$ cat config.mk
export PLATFORM = sky130hd
export DESIGN_NAME = instruction_memory_loader
export DESIGN_NICKNAME = d
export VERILOG_FILES = /design/src/rtl/instruction_memory_loader_pkg.sv /design/src/rtl/instruction_memory_loader_serializer.sv /design/src/rtl/instruction_memory_loader.sv
export SDC_FILE = /design/constraint.sdc
export NUM_CORES = 1
export LEC_CHECK = 0
export ABC_AREA = 1
export BUFFER_PORTS_ARGS = -buffer_cell sky130_fd_sc_hd__buf_2
export CORE_MARGIN = 2
export CORE_UTILIZATION = 52
export DETAILED_ROUTE_END_ITERATION = 10
export PLACE_DENSITY = 0.79
export SYNTH_ARGS = -nofsm -noshare
export SYNTH_HDL_FRONTEND = slang
export SYNTH_SLANG_ARGS = --single-unit
$ cat constraint.sdc
create_clock -name clk -period 2.4 [get_ports clk]
set_clock_uncertainty 0.1 [all_clocks]
set_input_delay 0.48 -clock clk [delete_from_list [all_inputs] [get_ports clk]]
set_output_delay 0.48 -clock clk [all_outputs]
set_load 0.05 [all_outputs]
$ cat src/rtl/instruction_memory_loader_pkg.sv
// Shared types and constants for the instruction memory loader.
// Byte ordering matches the fetch side: the most-significant byte goes to the lowest address.
package instruction_memory_loader_pkg;

   typedef enum logic [1:0] {
      ST_IDLE   = 2'd0,
      ST_ACCEPT = 2'd1,
      ST_WRITE  = 2'd2,
      ST_DONE   = 2'd3
   } loader_state_e;

   localparam int BYTES_PER_INSTR = 4;
   localparam bit MSB_AT_LOW_ADDR = 1'b1;

   function automatic logic [7:0] lane_byte(input logic [31:0] word, input logic [1:0] idx);
      logic [1:0] lane;
      lane = MSB_AT_LOW_ADDR ? (2'd3 - idx) : idx;
      case (lane)
         2'd0:    lane_byte = word[7:0];
         2'd1:    lane_byte = word[15:8];
         2'd2:    lane_byte = word[23:16];
         default: lane_byte = word[31:24];
      endcase
   endfunction

endpackage

$ cat src/rtl/instruction_memory_loader_serializer.sv
// Holds one captured instruction word and walks it out a byte at a time.
// idx counts byte slots; lane selection comes from the shared ordering helper.
module imem_byte_serializer
   import instruction_memory_loader_pkg::*;
(
   input  logic        clk,
   input  logic        reset,
   input  logic        load,
   input  logic        advance,
   input  logic [31:0] word_in,
   output logic [1:0]  idx,
   output logic [7:0]  byte_out,
   output logic        last_byte
);

   logic [31:0] word_q, word_d;
   logic [1:0]  idx_q, idx_d;

   always_comb begin
      word_d = word_q;
      idx_d  = idx_q;
      if (load) begin
         word_d = word_in;
         idx_d  = '0;
      end else if (advance) begin
         idx_d = idx_q + 2'd1;
      end
   end

   always_ff @(posedge clk) begin
      if (reset) begin
         word_q <= '0;
         idx_q  <= '0;
      end else begin
         word_q <= word_d;
         idx_q  <= idx_d;
      end
   end

   assign idx       = idx_q;
   assign byte_out  = lane_byte(word_q, idx_q);
   assign last_byte = (idx_q == 2'(BYTES_PER_INSTR - 1));

endmodule

$ cat src/rtl/instruction_memory_loader.sv
// Streams 32-bit instruction words into a byte-wide memory port, four writes per word.
// state     | meaning
// ST_IDLE   | waiting for start
// ST_ACCEPT | instr_ready high, waiting for a word
// ST_WRITE  | emitting the four bytes of the captured word
// ST_DONE   | one-cycle done pulse, then back to idle
module instruction_memory_loader
   import instruction_memory_loader_pkg::*;
#(
   parameter int MEM_BYTES = 64,
   parameter int ADDR_W    = 64
) (
   input  logic              clk,
   input  logic              reset,
   input  logic              start,
   input  logic [ADDR_W-1:0] base_addr,
   input  logic              instr_valid,
   output logic              instr_ready,
   input  logic [31:0]       instr_data,
   input  logic              instr_last,
   output logic              mem_we,
   output logic [ADDR_W-1:0] mem_addr,
   output logic [7:0]        mem_wdata,
   output logic              busy,
   output logic              done,
   output logic              overflow_err,
   output logic [15:0]       words_written
);

   localparam logic [ADDR_W:0] MEM_LIMIT = (ADDR_W+1)'(MEM_BYTES);

   loader_state_e     state_q, state_d;
   logic [ADDR_W-1:0] wr_ptr_q, wr_ptr_d;
   logic [15:0]       words_q, words_d;
   logic              ovf_q, ovf_d;
   logic              last_q, last_d;

   logic       ser_load, ser_adv, ser_last_byte, word_fits;
   logic [1:0] ser_idx;
   logic [7:0] ser_byte;

   // One bit wider than the pointer so a pointer near the top of the address space cannot wrap.
   assign word_fits = ({1'b0, wr_ptr_q} + (ADDR_W+1)'(3)) < MEM_LIMIT;

   imem_byte_serializer u_serializer (
      .clk       (clk),
      .reset     (reset),
      .load      (ser_load),
      .advance   (ser_adv),
      .word_in   (instr_data),
      .idx       (ser_idx),
      .byte_out  (ser_byte),
      .last_byte (ser_last_byte)
   );

   always_comb begin
      state_d     = state_q;
      wr_ptr_d    = wr_ptr_q;
      words_d     = words_q;
      ovf_d       = ovf_q;
      last_d      = last_q;
      ser_load    = 1'b0;
      ser_adv     = 1'b0;
      instr_ready = 1'b0;
      mem_we      = 1'b0;
      mem_addr    = '0;
      mem_wdata   = '0;
      done        = 1'b0;
      busy        = (state_q != ST_IDLE);
      case (state_q)
         ST_IDLE: begin
            if (start) begin
               state_d  = ST_ACCEPT;
               wr_ptr_d = base_addr;
               words_d  = '0;
               ovf_d    = 1'b0;
            end
         end
         ST_ACCEPT: begin
            instr_ready = 1'b1;
            if (instr_valid) begin
               if (word_fits) begin
                  ser_load = 1'b1;
                  last_d   = instr_last;
                  state_d  = ST_WRITE;
               end else begin
                  ovf_d   = 1'b1;
                  state_d = ST_DONE;
               end
            end
         end
         ST_WRITE: begin
            mem_we    = 1'b1;
            mem_addr  = wr_ptr_q + ADDR_W'(ser_idx);
            mem_wdata = ser_byte;
            ser_adv   = 1'b1;
            if (ser_last_byte) begin
               wr_ptr_d = wr_ptr_q + ADDR_W'(BYTES_PER_INSTR);
               words_d  = (words_q == 16'hFFFF) ? words_q : words_q + 16'd1;
               state_d  = last_q ? ST_DONE : ST_ACCEPT;
            end
         end
         ST_DONE: begin
            done    = 1'b1;
            state_d = ST_IDLE;
         end
         default: state_d = ST_IDLE;
      endcase
   end

   always_ff @(posedge clk) begin
      if (reset) begin
         state_q  <= ST_IDLE;
         wr_ptr_q <= '0;
         words_q  <= '0;
         ovf_q    <= 1'b0;
         last_q   <= 1'b0;
      end else begin
         state_q  <= state_d;
         wr_ptr_q <= wr_ptr_d;
         words_q  <= words_d;
         ovf_q    <= ovf_d;
         last_q   <= last_d;
      end
   end

   assign overflow_err  = ovf_q;
   assign words_written = words_q;

endmodule

==> flow_metrics.tcl, run 1 <==
set metrics [dict create \
    ctsRootBufferMaster "clkbuf_16" \
    ys_types 40 \
    yosys_warnings 0 \
    grt_max_degree 110 \
    error_line "[ERROR GRT-0116] Global routing finished with congestion. Check the congestion regions in the DRC Viewer." \
    grt_pass1_wl_um 142000 \
    placed_cell_area_um2 15400 \
    syn_area_um2 10300 \
    stop_stage "5_1_grt" \
    postSynthCellCount 1842 \
    ios 194 \
    synth_seq_cells 118 \
    grt_use_total 0.883 \
    cts_buffers 17 \
    status "stopped before the end" \
    place_ws_ns -0.691 \
    ys_seq_area_frac 0.230 \
    htreeDepth 4 \
    row_count 51 \
    synth_nets 1952 \
    port_buffers 193 \
    dieWidth_um 145 \
    cts_buffer_depth 2 \
    grt_pass1_vias 22731 \
    dp_hpwl_um 38200 \
    grt_overflow_total 556 \
    clock-sinks 118 \
    initial_utilization 0.529 \
    avgSynthCellArea_um2 5.59 \
    die_y_um 145 \
    gp_congestion 1.07 \
]
## cells in the mapped netlist
master,number,area share
nor2_1,261,0.095
o21bai_1,8,0.0058
o211ai_1,6,0.0044
inv_2,3,0.0011
nand3b_1,4,0.0029
dfxtp_1,118,0.23
nand4_1,61,0.037
o21ai_1,12,0.0058
xor2_1,40,0.034
clkinv_1,3,0.0011
nor3_1,33,0.016
nor2_2,12,0.0073
nor2_4,14,0.015
a31oi_1,43,0.026
a211oi_1,1,0.00073
a311oi_1,8,0.0068
buf_6,3,0.0033
nor4_1,5,0.0030
o31ai_1,7,0.0051
nand2_1,508,0.19
or2_2,3,0.0018
a21oi_1,105,0.051
nor3b_1,3,0.0022
xnor2_1,1,0.00085
a221oi_1,4,0.0034
clkbuf_1,50,0.018
o22ai_1,2,0.0012
ha_1,8,0.0097
nand2_2,8,0.0049
inv_1,251,0.092
clkbuf_2,1,0.00049
buf_1,13,0.0047
nand3_1,81,0.039
o21a_1,8,0.0058
o211a_1,1,0.00097
fa_1,1,0.0019
o41ai_1,1,0.00085
buf_2,10,0.0049
o21ai_0,140,0.068
nand3_4,1,0.0017
## layer usage
layer	GRT usage	GRT overflow
met5	0.489	0
met4	0.960	171
met3	0.725	6
met2	1.06	363
met1	0.837	16
## stage by stage
stage | TNS (ns) | cells
CTS | -50.06 | 2748
detailed placement | -39.65 | 2645
global placement | -36.24 | 2645
floorplan | -5.70 | 1842
## kinds of logic after synthesis
kind of cell               share of synthesized area
and+or+nand+nor                                0.412
AOI/OAI and AO/OA                              0.186
buffers and inverters                          0.125
DFF                                            0.230
xor gates and xnor gates                      0.0349
adders and majority gates                     0.0117
## what timing repair did
action	4_1_cts
gates resized for setup	676
pin swaps	197
hold buffers	0
setup endpoints to repair	119
cloned	5
buffers inserted	78
==> inputs of run 2 (changes only) <==
--- a/config.mk
+++ b/config.mk
@@ -8,9 +8,9 @@
 export ABC_AREA = 1
 export BUFFER_PORTS_ARGS = -buffer_cell sky130_fd_sc_hd__buf_2
 export CORE_MARGIN = 2
-export CORE_UTILIZATION = 52
+export CORE_UTILIZATION = 40
 export DETAILED_ROUTE_END_ITERATION = 10
-export PLACE_DENSITY = 0.79
+export PLACE_DENSITY_LB_ADDON = 0.15
 export SYNTH_ARGS = -nofsm -noshare
 export SYNTH_HDL_FRONTEND = slang
 export SYNTH_SLANG_ARGS = --single-unit
==> constraint.sdc (replaced) <==
create_clock -name clk -period 3.1 [get_ports clk]
set_clock_uncertainty 0.1 [all_clocks]
set_input_delay 0.62 -clock clk [delete_from_list [all_inputs] [get_ports clk]]
set_output_delay 0.62 -clock clk [all_outputs]
set_load 0.05 [all_outputs]
==> run 2 against run 1 <==
Synthesized cell count did not move. Synthesized area did not move. The flow now finishes, with violations (negative setup slack).
==> flow_metrics.tcl, run 2 <==
set metrics [dict create \
    status "complete, but fails checks" \
    violations "negative setup slack" \
    dp_hpwl_um 37900 \
    grt_pass1_vias 12581 \
    dieArea_um2 27000 \
    grt_max_degree 110 \
    fin_nets 2394 \
    clk-insertion-delay-late_ns 0.43 \
    holdWs_ns 0.346 \
    ys_types 40 \
    fin_crit_sh 1.09 \
    cp.required_ns 2.38 \
    critical_path_class "flip-flop to primary output" \
    tightest_slew_ns 0.715 \
    drc 0 \
    path_max_fanout 8 \
    antennaDiodeCount 0 \
    whs_path_depth 3 \
    postSynthCellCount 1842 \
    gp_congestion 0.983 \
    synth_seq_cells 118 \
    yosys_warnings 0 \
    wirelength_um 50100 \
    setup_viol 23 \
    cts_buffer_depth 2 \
    final_cell_mix "nand2_1, buf_4, inv_1, nor2_1, buf_2" \
    cts_buffers 17 \
    start_kind "flip-flop" \
    clock.fmax_mhz 296 \
    drive_above_1_share 0.377 \
    clock-sinks 118 \
    rsz0062_at_grt "true" \
    ys_seq_area_frac 0.230 \
    ctsRootBufferMaster "clkbuf_16" \
    ys_async_sr_fraction 0 \
    syn_to_final_growth_pct 56.3 \
    avgSynthCellArea_um2 5.59 \
    ant_nets 0 \
    htreeDepth 4 \
    end_kind "primary output" \
    slew_headroom 0.519 \
    p_per_area_nw_per_um2 347 \
    p_total_mw 5.58 \
    clk_pin_slew_ns 0.07 \
    mostFrequentLayoutCell "nand2_1" \
    syn_area_um2 10300 \
    place_ws_ns -0.235 \
    r2r-end "u_serializer.word_q[16]" \
    hp-start "base_addr[47]" \
    dieWidth_um 164 \
    reg2reg_slack_ns 0.07 \
    r2r-start "wr_ptr_q[5]" \
    drt_iter0_drc 1254 \
    r2r.worst_path.cells 19 \
    synth_top_cell_by_area "dfxtp_1" \
    yosys.area.top_type_share 0.230 \
    arrival_ns 2.65 \
    antenna_found_initial 0 \
    grt_pass1_wl_um 72400 \
    n_fill_cell 2443 \
    synthTopCellsByCount "nand2_1, nor2_1, inv_1" \
    leakage_nw 7.09 \
    cts_tree "yes" \
    synth.most_common_cell "nand2_1" \
    drtPass1Iterations 6 \
    synth_area_leaders "dfxtp_1, nand2_1, nor2_1" \
    crit_start "wr_ptr_q[0]" \
    grt_use_total 0.357 \
    hp-class "input pin to flip-flop" \
    port_buffers 193 \
    ios 194 \
    worst_hold_path.endpoint "wr_ptr_q[47]" \
    synth_nets 1952 \
    vias 14165 \
    die_y_um 164 \
    largest_reg_flops 64 \
    via_per_inst 5.39 \
    core_um2 25300 \
    regMostFlops "wr_ptr_q" \
    initial_utilization 0.407 \
    hold_viol_final 0 \
    fin_crit_ns 3.37 \
    grt_overflow_total 0 \
    max_cap_viol_count 0 \
    synth-edff-count 0 \
    maxSlewViolCount 0 \
    final.setup.worst_slack_ns -0.274 \
    wl_per_cell_um 19.1 \
    row_count 58 \
    ir_drop_mv 0.346 \
    synthFlopType "dfxtp_1" \
]
run 2: cell counts after synthesis:
Identical to the previous run, type by type.
run 2: per-layer routing:
layer	vias to the layer above	global-route usage	share of wire
met3	88	0.0552	0.086
met4	0	0.133	0.035
met1	6561	0.505	0.44
li1	6854	-	-
met2	662	0.545	0.44
met5	-	0	0
run 2: cell type report:
class                           instances  area (um2)  share of cell area
Tap cell                              330         413              0.0257
Timing Repair Buffer                  500        3750               0.233
Multi-Input combinational cell       1390        7840               0.487
Clock buffer                           17         425              0.0264
Inverter                              257         992              0.0617
Clock inverter                         14         200              0.0124
Sequential cell                       118        2460               0.153
run 2: worst max-delay path by stage:
| stage | end | slack (ns) | cells past startpoint |
|---|---|---|---|
| 2_1_floorplan | mem_addr[56] | -0.14 | 13 |
| 3_3_place_gp | mem_addr[56] | -0.22 | 14 |
| 5_1_grt | mem_addr[38] | -0.34 | 15 |
| 6_report | mem_addr[34] | -0.27 | 11 |
| 3_5_place_dp | mem_addr[56] | -0.24 | 14 |
| 4_1_cts | mem_addr[38] | -0.24 | 15 |
run 2: cell families after synthesis:
logic type | synth area share
simple gates | 0.412
compound gates | 0.186
buf+inv | 0.125
flops | 0.230
xor+xnor | 0.0349
fa+ha+maj | 0.0117
run 2: critical path, cell delays in order, from the launching register on:
cell and delay, ns:
dfxtp_2 0.32, buf_6 0.12, ha_4 0.16, fa_2 0.39, buf_4 0.16, buf_8 0.14, clkinvlp_4 0.09, buf_4 0.12
buf_12 0.14, nor2_1 0.06, a211oi_2 0.29, buf_6 0.21
run 2: stage by stage:
step	util	cell area, um2	cells	setup TNS (ns)
3_3_place_gp	0.534	13500	2547	-3.71
5_1_grt	0.637	16100	2626	-8.03
2_1_floorplan	-	10400	1842	-0.307
4_1_cts	0.591	14900	2587	-3.32
6_report	0.637	16100	2626	-3.70
3_5_place_dp	0.534	13500	2547	-3.21
run 2: repair_timing:
action / CTS / global route
resized for setup: 250 / 266
endpoints found under the setup margin: 87 / 90
pin swaps: 27 / 87
hold buffers: 0 / 0
cloned: 0 / 2
setup buffers: 11 / 39
run 2: where the power goes:
| group | total, mW | switching (mW) | internal [mW] |
|---|---|---|---|
| Clock | 2.24 | 0.884 | 1.35 |
| Combinational | 1.56 | 1.00 | 0.554 |
| Sequential | 1.79 | 0.153 | 1.63 |
| Total | 5.58 | 2.04 | 3.54 |
Note: power is estimated with default switching activity, not from simulation.
